[src/rtl/strobe_sequencer.sv]
// Multi-channel trigger-to-strobe sequencer: sync, divide, rate-gate, delay/stretch.
// Optional period measurement outputs under STROBE_SEQ_PERIOD_MEAS_EN.
module strobe_sequencer #(
  parameter int NUM_CH      = 2,
  parameter int CNT_W       = 32,
  parameter int DIV_W       = 8,
  parameter int SYNC_STAGES = 2
) (
  input  logic                    clk,
  input  logic                    reset,
  input  logic                    trig_in,
  input  logic                    enable,
  input  logic [DIV_W-1:0]        div_ratio,
  input  logic [CNT_W-1:0]        min_period,
  input  logic [NUM_CH*CNT_W-1:0] ch_delay,
  input  logic [NUM_CH*CNT_W-1:0] ch_width,
  input  logic                    overrun_clr,
  output logic [NUM_CH-1:0]       fire_out,
  output logic                    busy,
  output logic                    overrun
`ifdef STROBE_SEQ_PERIOD_MEAS_EN
  ,
  output logic [CNT_W-1:0]        period_out,
  output logic                    period_valid
`endif
);

  typedef enum logic [1:0] {
    IDLE,
    DELAY,
    PULSE
  } ch_state_e;

  logic [SYNC_STAGES-1:0] sync_q, sync_d;
  logic                   prev_q, prev_d;
  logic                   trig_edge;

  logic [DIV_W-1:0] div_cnt_q, div_cnt_d;
  logic [DIV_W-1:0] ratio_m1;
  logic             cand;

  logic [CNT_W-1:0] period_cnt_q, period_cnt_d;
  logic             armed_q, armed_d;
  logic             gate_ok, accept, start;

  logic             ovr_q, ovr_d;
  logic             busy_now;

  ch_state_e        state_q [NUM_CH];
  ch_state_e        state_d [NUM_CH];
  logic [CNT_W-1:0] cnt_q   [NUM_CH];
  logic [CNT_W-1:0] cnt_d   [NUM_CH];
  logic [CNT_W-1:0] wid_q   [NUM_CH];
  logic [CNT_W-1:0] wid_d   [NUM_CH];
  logic [CNT_W-1:0] cfg_dly, cfg_wid;
  logic [NUM_CH-1:0] fire_q, fire_d;

  always_comb begin
    sync_d    = {sync_q[SYNC_STAGES-2:0], trig_in};
    prev_d    = sync_q[SYNC_STAGES-1];
    trig_edge = sync_q[SYNC_STAGES-1] & ~prev_q;
  end

  // >= rather than == so a ratio lowered below the count fires next edge
  always_comb begin
    ratio_m1  = (div_ratio == '0) ? '0 : div_ratio - DIV_W'(1);
    div_cnt_d = div_cnt_q;
    cand      = 1'b0;
    if (trig_edge && enable) begin
      if (div_cnt_q >= ratio_m1) begin
        div_cnt_d = '0;
        cand      = 1'b1;
      end else begin
        div_cnt_d = div_cnt_q + DIV_W'(1);
      end
    end
  end

  always_comb begin
    busy_now = 1'b0;
    for (int i = 0; i < NUM_CH; i++) begin
      busy_now = busy_now | (state_q[i] != IDLE);
    end
  end

  always_comb begin
    gate_ok = armed_q || (min_period == '0) ||
              (period_cnt_q >= min_period - CNT_W'(1));
    accept  = cand && gate_ok;
    start   = accept && !busy_now;
    armed_d = armed_q;
    period_cnt_d = (&period_cnt_q) ? period_cnt_q
                                   : period_cnt_q + CNT_W'(1);
    if (accept) begin
      period_cnt_d = '0;
      armed_d      = 1'b0;
    end
    ovr_d = (accept && busy_now) || (ovr_q && !overrun_clr);
  end

  always_comb begin
    cfg_dly = '0;
    cfg_wid = '0;
    fire_d  = '0;
    for (int i = 0; i < NUM_CH; i++) begin
      state_d[i] = state_q[i];
      cnt_d[i]   = cnt_q[i];
      wid_d[i]   = wid_q[i];
      cfg_dly    = ch_delay[i*CNT_W +: CNT_W];
      cfg_wid    = ch_width[i*CNT_W +: CNT_W];
      unique case (state_q[i])
        IDLE: begin
          if (start && cfg_wid != '0) begin
            wid_d[i] = cfg_wid;
            if (cfg_dly == '0) begin
              state_d[i] = PULSE;
              cnt_d[i]   = cfg_wid - CNT_W'(1);
            end else begin
              state_d[i] = DELAY;
              cnt_d[i]   = cfg_dly - CNT_W'(1);
            end
          end
        end
        DELAY: begin
          if (cnt_q[i] == '0) begin
            state_d[i] = PULSE;
            cnt_d[i]   = wid_q[i] - CNT_W'(1);
          end else begin
            cnt_d[i] = cnt_q[i] - CNT_W'(1);
          end
        end
        PULSE: begin
          if (cnt_q[i] == '0) begin
            state_d[i] = IDLE;
          end else begin
            cnt_d[i] = cnt_q[i] - CNT_W'(1);
          end
        end
        default: state_d[i] = IDLE;
      endcase
      fire_d[i] = (state_d[i] == PULSE);
    end
  end

  always_ff @(posedge clk) begin
    if (reset) begin
      sync_q       <= '0;
      prev_q       <= 1'b0;
      div_cnt_q    <= '0;
      period_cnt_q <= '0;
      armed_q      <= 1'b1;
      ovr_q        <= 1'b0;
      fire_q       <= '0;
      for (int i = 0; i < NUM_CH; i++) begin
        state_q[i] <= IDLE;
        cnt_q[i]   <= '0;
        wid_q[i]   <= '0;
      end
    end else begin
      sync_q       <= sync_d;
      prev_q       <= prev_d;
      div_cnt_q    <= div_cnt_d;
      period_cnt_q <= period_cnt_d;
      armed_q      <= armed_d;
      ovr_q        <= ovr_d;
      fire_q       <= fire_d;
      for (int i = 0; i < NUM_CH; i++) begin
        state_q[i] <= state_d[i];
        cnt_q[i]   <= cnt_d[i];
        wid_q[i]   <= wid_d[i];
      end
    end
  end

  assign fire_out = fire_q;
  assign busy     = busy_now;
  assign overrun  = ovr_q;

`ifdef STROBE_SEQ_PERIOD_MEAS_EN
  logic [CNT_W-1:0] meas_cnt_q, meas_cnt_d;
  logic [CNT_W-1:0] pout_q, pout_d;
  logic             seen_q, seen_d;
  logic             pval_q, pval_d;

  // first edge only starts the count; later edges report it
  always_comb begin
    meas_cnt_d = (&meas_cnt_q) ? meas_cnt_q : meas_cnt_q + CNT_W'(1);
    pout_d     = pout_q;
    seen_d     = seen_q;
    pval_d     = 1'b0;
    if (trig_edge) begin
      meas_cnt_d = CNT_W'(1);
      seen_d     = 1'b1;
      if (seen_q) begin
        pout_d = meas_cnt_q;
        pval_d = 1'b1;
      end
    end
  end

  always_ff @(posedge clk) begin
    if (reset) begin
      meas_cnt_q <= '0;
      pout_q     <= '0;
      seen_q     <= 1'b0;
      pval_q     <= 1'b0;
    end else begin
      meas_cnt_q <= meas_cnt_d;
      pout_q     <= pout_d;
      seen_q     <= seen_d;
      pval_q     <= pval_d;
    end
  end

  assign period_out   = pout_q;
  assign period_valid = pval_q;
`endif

endmodule

[config.mk]
export PLATFORM = sky130hd
export DESIGN_NAME = strobe_sequencer
export DESIGN_NICKNAME = d
export VERILOG_FILES = /design/src/rtl/strobe_sequencer.sv
export SDC_FILE = /design/constraint.sdc
export NUM_CORES = 1
export LEC_CHECK = 0
export CAP_MARGIN = 25
export CORE_MARGIN = 2
export CORE_UTILIZATION = 50
export DETAILED_ROUTE_END_ITERATION = 16
export HOLD_SLACK_MARGIN = 0.15
export PLACE_DENSITY = 0.76
export SLEW_MARGIN = 40
export SYNTH_ARGS = -nofsm -noshare
export SYNTH_HDL_FRONTEND = slang
export SYNTH_SLANG_ARGS = --single-unit
[constraint.sdc]
create_clock -name clk -period 5.4 [get_ports clk]
set_input_delay 1.08 -clock clk [delete_from_list [all_inputs] [get_ports clk]]
set_output_delay 1.08 -clock clk [all_outputs]
set_load 0.02 [all_outputs]
Word-level counts from Yosys, hierarchy flattened
Memories as Yosys holds them, arrays and structs flattened.
Cells that the tools add are included.
{ "word_totals": {"reg_bits": 47, "latch_bits": 0, "ram_bits": 132, "rom_bits": 0, "input_bits": 173, "output_inout_bits": 4, "elab_cells": 102, "n_memories": 3} }
{ "op_classes": {"n_addsub": 12, "multipliers": 0, "n_div": 0, "n_lt_le_gt_ge": 2, "n_eq_ne": 6, "n_shift": 0, "muxes": 37, "bitwise": 9, "n_reduce_logical": 26} }
{ "memory_table": {"columns": ["memory", "depth", "width", "read_ports", "rd_ports_with_merged_regs", "write_ports", "line_no", "rtl"], "rows": [
  ["cnt_q", 2, 32, 2, 0, 2, "51", "logic [CNT_W-1:0] cnt_q [NUM_CH];"],
  ["wid_q", 2, 32, 2, 0, 2, "53", "logic [CNT_W-1:0] wid_q [NUM_CH];"],
  ["state_q", 2, 2, 2, 0, 2, "49", "ch_state_e state_q [NUM_CH];"]
]} }
{ "op_table": {"columns": ["cell", "n"], "rows": [
  ["two-way mux 32 bit", 16],
  ["subtractor 32 x 1 -> 32 bit, second input constant", 9],
  ["one-hot mux 32 bit (3 select lines)", 2],
  ["logical NOT 32 bit", 5],
  ["nonzero test 32 bit", 2],
  ["adder 32 x 1 -> 32 bit, second input constant", 1],
  ["greater-or-equal comparator 32 bit", 1],
  ["AND reduction 32 bit", 1],
  ["two-way mux 2 bit", 10],
  ["two-way mux 8 bit", 2],
  ["one-hot mux 2 bit (3 select lines)", 2],
  ["adder 8 x 1 -> 8 bit, second input constant", 1],
  ["equality test 2 bit, second input constant", 4],
  ["greater-or-equal comparator 8 bit", 1],
  ["logical NOT 8 bit", 1],
  ["subtractor 8 x 1 -> 8 bit, second input constant", 1],
  ["logical AND 1 bit", 7],
  ["OR 1 bit", 7],
  ["two-way mux 1 bit", 5],
  ["equality test 2 x 1 -> 1 bit, second input constant", 2],
  ["logical NOT 2 bit", 2],
  ["nonzero test 2 bit", 2],
  ["logical OR 1 bit", 3],
  ["logical NOT 1 bit", 2],
  ["other kinds (3)", 3]
]} }

Depth between registers and ports, before layout
Gate-level depths: netlist (run 1).
{ "depth": {"depth_word": 11, "ltp_mapped": 20, "depth_no_buf": 17} }

Worst setup path after synthesis (run 1)
Ideal clock, no wire load.
{ "synth_timing": {"path_type": "input to register", "from": "in min_period[0]", "to": "mem wid_q[1][1] (netlist: wid_q[0][33])", "setup_time_ns": 0.128, "arrival_ns": 5.397, "required_time_ns": 5.272, "path_slack_ns": -0.124, "stages": 20, "n_path_buf": 3, "path_cell_list": "nor3_1 nand2_1 or2_2 nand2b_1 or3_1 clkbuf_1 nor2_1 nand2_1 xor2_1 ha_1 nand4_1 nor4_1 nor4b_1 a211oi_1 a21oi_1 and3_1 clkbuf_1 clkbuf_1 mux2i_1 nor2_1"} }
{ "synth_lines": {"columns": ["element", "line_no", "rtl"], "rows": [
  ["start: declaration", "14", "input logic [CNT_W-1:0] min_period,"],
  ["end: declaration", "53", null]
]} }

==> summary.txt, run 1 <==
Global route
  • GRT overflow: 0
  • Initial antenna violation count: 0
  • First-pass GRT wire length: 76230 um
  • Pin count of the biggest net entering global routing: 65
  • Number of global-route vias before repair: 15130
  • Tot GR Track Use: 29.74%

Timing
  • Final setup violation count: 0
  • Final Cycle Share: 96.19%
  • Final slew viol count: 0
  • Slew @ Worst Pin: 844.5 ps
  • Final hold vios: 0
  • Max_slew headroom: 43.64%
  • Final worst path period need: 5194 ps
  • Achievable frequency: 192.5 MHz
  • WHS: 440.2 ps
  • Setup Skew: 11.77 ps

Finish
  • Commonest non-fill, non-tap cell in the layout: nor2_1
  • Antenna cells: 0
  • Synthesis-to-layout area growth: 24.17%
  • Share of cells above drive strength 1: 10.10%
  • Final Instance Count excl. Fillers: 2593
  • Commonest non-fill, non-tap cells in the layout: 260 x nor2_1, 179 x dfxtp_1, 175 x clkdlybuf4s50_1, 150 x nand2_1, 138 x a21oi_1
  • Cell area after layout: 18340 um^2
  • Total Nets Final: 2427

Placed design
  • Placed cell area: 17580 um^2
  • IO buf count: 176
  • HPWL Detailed: 35680 um
  • Inst Count DP: 2559
  • Final Wtd Congestion: 0.9560

Critical path
  • Max incr delay on CP: 430 ps
  • Worst reg2reg startpoint: cnt_q[0][0]$_SDFFE_PP0P_
  • CP max FO: 32
  • WP data required: 5710 ps
  • Bufs and invs on worst path: 6
  • Worst path slowest cell: clkdlybuf4s50_1
  • Worst reg-to-reg setup slack: 1590 ps
  • Top Family by Delay on Critical Path: simple AND/OR/NAND/NOR gates
  • CP Data Arrival Time: 5510 ps
  • Critical Path Source Type: input port
  • Worst R2R End: cnt_q[0][15]$_SDFFE_PP0P_
  • Top cell by count, worst path: buf_4
  • Worst R2R Path Depth: 10
  • Worst path cell trace: clkdlybuf4s50_1 -> nor3_2 -> nand2_1 -> or2_2 -> nand2b_1 -> or3_4 -> buf_4 -> nor3b_2 -> xnor2_1 -> ha_1 -> nand4_1 -> buf_4 -> buf_4 -> nor3_1 -> a2111o_1 -> a211oi_2 -> a211o_2 -> buf_4 -> buf_6 -> mux2i_1 -> nor2_1
  • WS Path Type: in -> reg
  • Critical Path Sink Type: register

Clock network
  • Clock root cell: clkbuf_16
  • CTS H-tree depth: 4
  • Longest Clk Path Bufs: 2
  • Worst-path clk slew: 80 ps
  • Hold buffer count at CTS: 0
  • Worst skew pair latency: 440 ps
  • CTS Sinks: 179
  • CTS Buf Count: 17
  • CTS tree: built

Worst hold path
  • Cell count of the worst hold path: 1
  • Min-delay worst type: reg -> reg
  • Hold EP: sync_q[1]$_SDFF_PP0_
  • Min-delay src: sync_q[0]$_SDFF_PP0_

Die
  • Core Area: 28940 um^2
  • Die X-Extent: 175.9 um
  • Initial core utilization: 51.05%
  • Die ar.: 30930 um^2
  • Die H: 175.9 um
  • Rows: 62
  • # IOs: 177

Power
  • P_leak: 0.007085 uW
  • Pwr/cell area: 170.8 nW/um^2
  • Peak supply drop: 0.1867 mV

Logic synthesis
  • Mapped Cells: 1977
  • Post-synth EDFFs: 0
  • Yosys cell types: 73
  • Mapped Nets: 2208
  • Synth area leader: dfxtp_1
  • Asr flop ratio synth: 0%
  • Top cell type's share of synthesized area: 24.26%
  • #FFs+latches synth: 179
  • Synthesized area per cell: 7.472 um^2
  • Seq/Total Area, Yosys: 24.26%
  • Yosys warns: 0
  • Synthesized area: 14770 um^2
  • Ranking of synthesized cells by area: dfxtp_1 24%, xnor2_1 7.1%, nor2_1 6.6%
  • Synth Flop Type: dfxtp_1

Routing
  • Total wire length: 47240 um
  • Via/cell ratio: 6.255
  • DR iter-0 viols: 1469
  • Antenna Violating Nets Remaining: 0
  • # DRC: 0
  • First-pass iteration count of the detailed router: 6
  • Vias: 16220
  • WL/cell: 18.22 um

Outcome
  • Status: completed

Run
  • Max Cap Viol: 0
## registers in the layout (all words and copies together), names as in the netlist
signal and cells:
armed_q 1, cnt_q 64, div_cnt_q 8, fire_out 2
overrun 1, period_cnt_q 32, prev_q 1, state_q 4
sync_q 2, wid_q 64
## per-layer routing
layer	track usage, %	part of all wire [%]	wire length [um]
met1	41.17	45	21480
met2	48.41	46	21590
met3	3.896	7.0	3324
met4	8.506	1.8	844
met5	0	0	0
## stage by stage
stage	TNS, ps	power (uW)	util, %	setup WS (ps)
global route	-336.1	3237	63.39	-37.15
finish	0	3132	63.39	205.5
global placement	-25450	1790	60.76	-261.8
CTS	0	3133	62.99	47.42
detailed placement	-54000	1794	60.77	-506.8
floorplan	-3730	1520	-	-124.4
## worst max-delay path by stage
stage,endpoint,cells after the start,from,slack [ps]
3_5_place_dp,cnt_q[0][32]$_SDFFE_PP0P_,21,min_period[0],-510
4_1_cts,cnt_q[0][19]$_SDFFE_PP0P_,19,min_period[0],50
5_1_grt,cnt_q[0][15]$_SDFFE_PP0P_,19,min_period[1],-40
6_report,wid_q[0][30]$_SDFFE_PP0P_,21,min_period[1],210
3_3_place_gp,cnt_q[0][42]$_SDFFE_PP0P_,20,min_period[0],-260
2_1_floorplan,wid_q[0][33]$_SDFFE_PP0P_,20,min_period[0],-120
## synth_stat cells (6+ instances only)
cell type  count
mux2i_1       66
nand2b_1      18
nor2_1       261
nor4_1        67
xor2_1        71
nand3b_1       6
o31ai_1       14
a211o_1        7
or4_1         35
o22ai_1        9
nand2_1      150
a2111oi_0     11
and2_1        11
and3_1        13
nor3b_1       12
nand4_1       34
a21o_1        14
buf_2          6
inv_1         34
buf_1         10
o221ai_1      37
or3_1         41
dfxtp_1      179
a31o_2         6
o21ai_0       76
a2111o_1       7
nor4b_1        6
a31oi_1       15
o41ai_1       11
xnor2_1      120
nand3_1       55
o211ai_1      24
a21boi_0       6
or2_2         24
a21oi_1      138
a22o_1         7
o21a_1         9
nor3_1       116
nor2b_1        9
a32o_1        12
ha_1          58
clkbuf_1      84
a211oi_1      19
## report_power, final
part / total, uW / switching [uW] / internal, uW
Clock: 1350 / 591 / 763
Sequential: 1330 / 5.22 / 1320
Combinational: 450 / 228 / 222
## area by class of cell
type                            count  area [um^2]
Timing Repair Buffer              301         2730
Clock inverter                     13        187.7
Tap cell                          384        480.5
Multi-Input combinational cell   1663        10790
Clock buffer                       19        442.9
Inverter                           34        127.6
Sequential cell                   179         3583
Fill cell                        2562        10590
## what timing repair did
item / 4_1_cts / 5_1_grt
pin swaps: 0 / 7
setup buffers: 0 / 2
endpoints found under the hold margin: 0 / 0
cloned: 0 / 0
setup endpoints to repair: 25 / 160
resized for setup: 2 / 18
## cells by family (layout without fill, tap and decap cells)
group,Yosys count,count (layout),share of synthesized area [%]
mux,69,69,4.701
xor+xnor,191,191,11.32
fa+ha+maj,58,58,4.913
flops,179,179,24.26
compound gates,466,466,21.46
buf+inv,135,367,3.507
simple gates,879,879,29.83
(Power assumes the default switching activity.)
==> run 2, diff against run 1 <==
--- a/config.mk
+++ b/config.mk
@@ -5,7 +5,7 @@
 export SDC_FILE = /design/constraint.sdc
 export NUM_CORES = 1
 export LEC_CHECK = 0
-export CAP_MARGIN = 25
+export CAP_MARGIN = 20
 export CORE_MARGIN = 2
 export CORE_UTILIZATION = 50
 export DETAILED_ROUTE_END_ITERATION = 16
@@ -15,3 +15,4 @@
 export SYNTH_ARGS = -nofsm -noshare
 export SYNTH_HDL_FRONTEND = slang
 export SYNTH_SLANG_ARGS = --single-unit
+export TNS_END_PERCENT = 5
==> summary.txt, run 2 (synthesis gave the netlist of run 1 again) <==
Routing
  • # DRC: 0
  • Via/cell ratio: 6.283
  • DR iter-0 viols: 1537
  • Vias: 16290
  • WL/cell: 18.23 um
  • First-pass iteration count of the detailed router: 5
  • Antenna Violating Nets Remaining: 0
  • Total wire length: 47270 um

Finish
  • Total Nets Final: 2427
  • Commonest non-fill, non-tap cell in the layout: nor2_1
  • Antenna cells: 0
  • Cell area after layout: 18330 um^2
  • Core Util, Final: 63.36%
  • Synthesis-to-layout area growth: 24.11%
  • Commonest non-fill, non-tap cells in the layout: 260 x nor2_1, 179 x dfxtp_1, 175 x clkdlybuf4s50_1, 150 x nand2_1, 138 x a21oi_1
  • Share of cells above drive strength 1: 10.10%
  • Largest registers: cnt_q (64), wid_q (64), period_cnt_q (32)
  • Fillers: 2566

Critical path
  • CP max FO: 32
  • WP data required: 5710 ps
  • Worst reg2reg startpoint: cnt_q[0][0]$_SDFFE_PP0P_
  • Critical Path Sink Type: register
  • Worst R2R End: cnt_q[0][15]$_SDFFE_PP0P_
  • Worst reg-to-reg setup slack: 1560 ps
  • Worst R2R Path Depth: 10
  • WS Path Type: in -> reg
  • Critical Path Source Type: input port
  • Critical path startpoint: min_period[1]
  • CP Data Arrival Time: 5510 ps

Die
  • Initial core utilization: 51.05%
  • # IOs: 177
  • Die ar.: 30930 um^2
  • Rows: 62
  • Die X-Extent: 175.9 um
  • Die H: 175.9 um
  • Core Area: 28940 um^2

Clock network
  • CTS Buf Count: 17
  • Worst skew pair latency: 440 ps
  • CTS H-tree depth: 4
  • CTS tree: built
  • Worst-path clk slew: 80 ps
  • Clock root cell: clkbuf_16
  • Longest Clk Path Bufs: 2
  • CTS Sinks: 179

Timing
  • Setup_tns: 0 ps
  • RSZ-0062 raised after global routing: yes
  • Final worst path period need: 5201 ps
  • Max_slew headroom: 43.89%
  • Setup Skew: 11.68 ps
  • Final setup violation count: 0
  • Final WS setup: 198.6 ps
  • WHS: 440.4 ps
  • Achievable frequency: 192.3 MHz
  • Slew @ Worst Pin: 840.8 ps
  • Final Cycle Share: 96.32%
  • Final slew viol count: 0
  • Final hold vios: 0

Placed design
  • HPWL Detailed: 35680 um
  • Final Wtd Congestion: 0.9560
  • IO buf count: 176
  • Placed cell area: 17580 um^2
  • Pre-CTS setup slack: -506.8 ps

Power
  • Pwr/cell area: 170.9 nW/um^2
  • Register share of total power: 42.4%
  • Combinational share of power: 14.4%
  • Switching part of the total power: 26.34%
  • Clk pwr share: 43.3%
  • Int Pwr: 2307 uW
  • Peak supply drop: 0.1864 mV
  • Switching power: 825.0 uW
  • P_leak: 0.007083 uW

Global route
  • Tot GR Track Use: 29.74%
  • GRT overflow: 0
  • Initial antenna violation count: 0
  • Pin count of the biggest net entering global routing: 65
  • Number of global-route vias before repair: 15130
  • First-pass GRT wire length: 76230 um

Worst hold path
  • Hold EP: sync_q[1]$_SDFF_PP0_
  • Min-delay src: sync_q[0]$_SDFF_PP0_
  • Cell count of the worst hold path: 1
  • Min-delay worst type: reg -> reg

Outcome
  • Status: completed

Run
  • Max Cap Viol: 0
run 2: worst max path at each step:
| stage | end | slack [ps] | depth (start not counted) |
|---|---|---|---|
| CTS | cnt_q[0][19]$_SDFFE_PP0P_ | 50 | 19 |
| detailed placement | cnt_q[0][32]$_SDFFE_PP0P_ | -510 | 21 |
| global placement | cnt_q[0][42]$_SDFFE_PP0P_ | -260 | 20 |
| finish | wid_q[0][30]$_SDFFE_PP0P_ | 200 | 21 |
| floorplan | wid_q[0][33]$_SDFFE_PP0P_ | -120 | 20 |
| global route | cnt_q[0][15]$_SDFFE_PP0P_ | -60 | 19 |
run 2: power by group through the flow:
| stage | sequential [uW] | clock [uW] | combinational, uW |
|---|---|---|---|
| floorplan | 1360 | 0 | 163 |
| global placement | 1360 | 0 | 431 |
| detailed placement | 1360 | 0 | 436 |
| CTS | 1330 | 1370 | 439 |
| global route | 1330 | 1430 | 484 |
| finish | 1330 | 1350 | 450 |
run 2: metal layers:
metal  vias to the layer above  part of all wire, %  GRT usage [%]
met1                      7700                   46          41.17
met5                         -                    0              0
met3                        83                  6.9          3.896
met2                       699                   46          48.41
li1                       7810                    -              -
met4                         0                  1.9          8.506
run 2: area by class of cell:
class	count	area, um^2	share of cell area (%)
clock buffers	19	442.9	2.416
well taps	384	480.5	2.621
flip-flops and latches	179	3583	19.55
inverters	34	127.6	0.6961
repair buffers	301	2726	14.87
multi-input cells	1663	10780	58.82
clock inverters	13	187.7	1.024
run 2: critical path, cell delays in order:
cell	delay (ps)
clkdlybuf4s50_1	430
nor3_2	210
nand2_1	90
or2_2	290
nand2b_1	160
or3_4	390
buf_4	170
nor3_2	200
xnor2_1	170
ha_1	290
nand4_1	150
buf_4	140
buf_4	90
nor3_1	30
a2111o_1	380
a211oi_2	270
a211o_2	230
buf_4	120
buf_6	290
mux2i_1	270
nor2_1	60
run 2: repair_timing:
item,in CTS,in global routing
setup buffers,0,2
gates resized for setup,2,16
hold buffers,0,0
setup endpoints to repair,25,160
pin swaps,0,7
run 2: metrics by stage:
stage,power (uW),instances
after global routing,3237,2593
after floorplan,1520,1977
after global placement,1790,2559
final,3132,2593
after CTS,3133,2591
after detailed placement,1794,2559
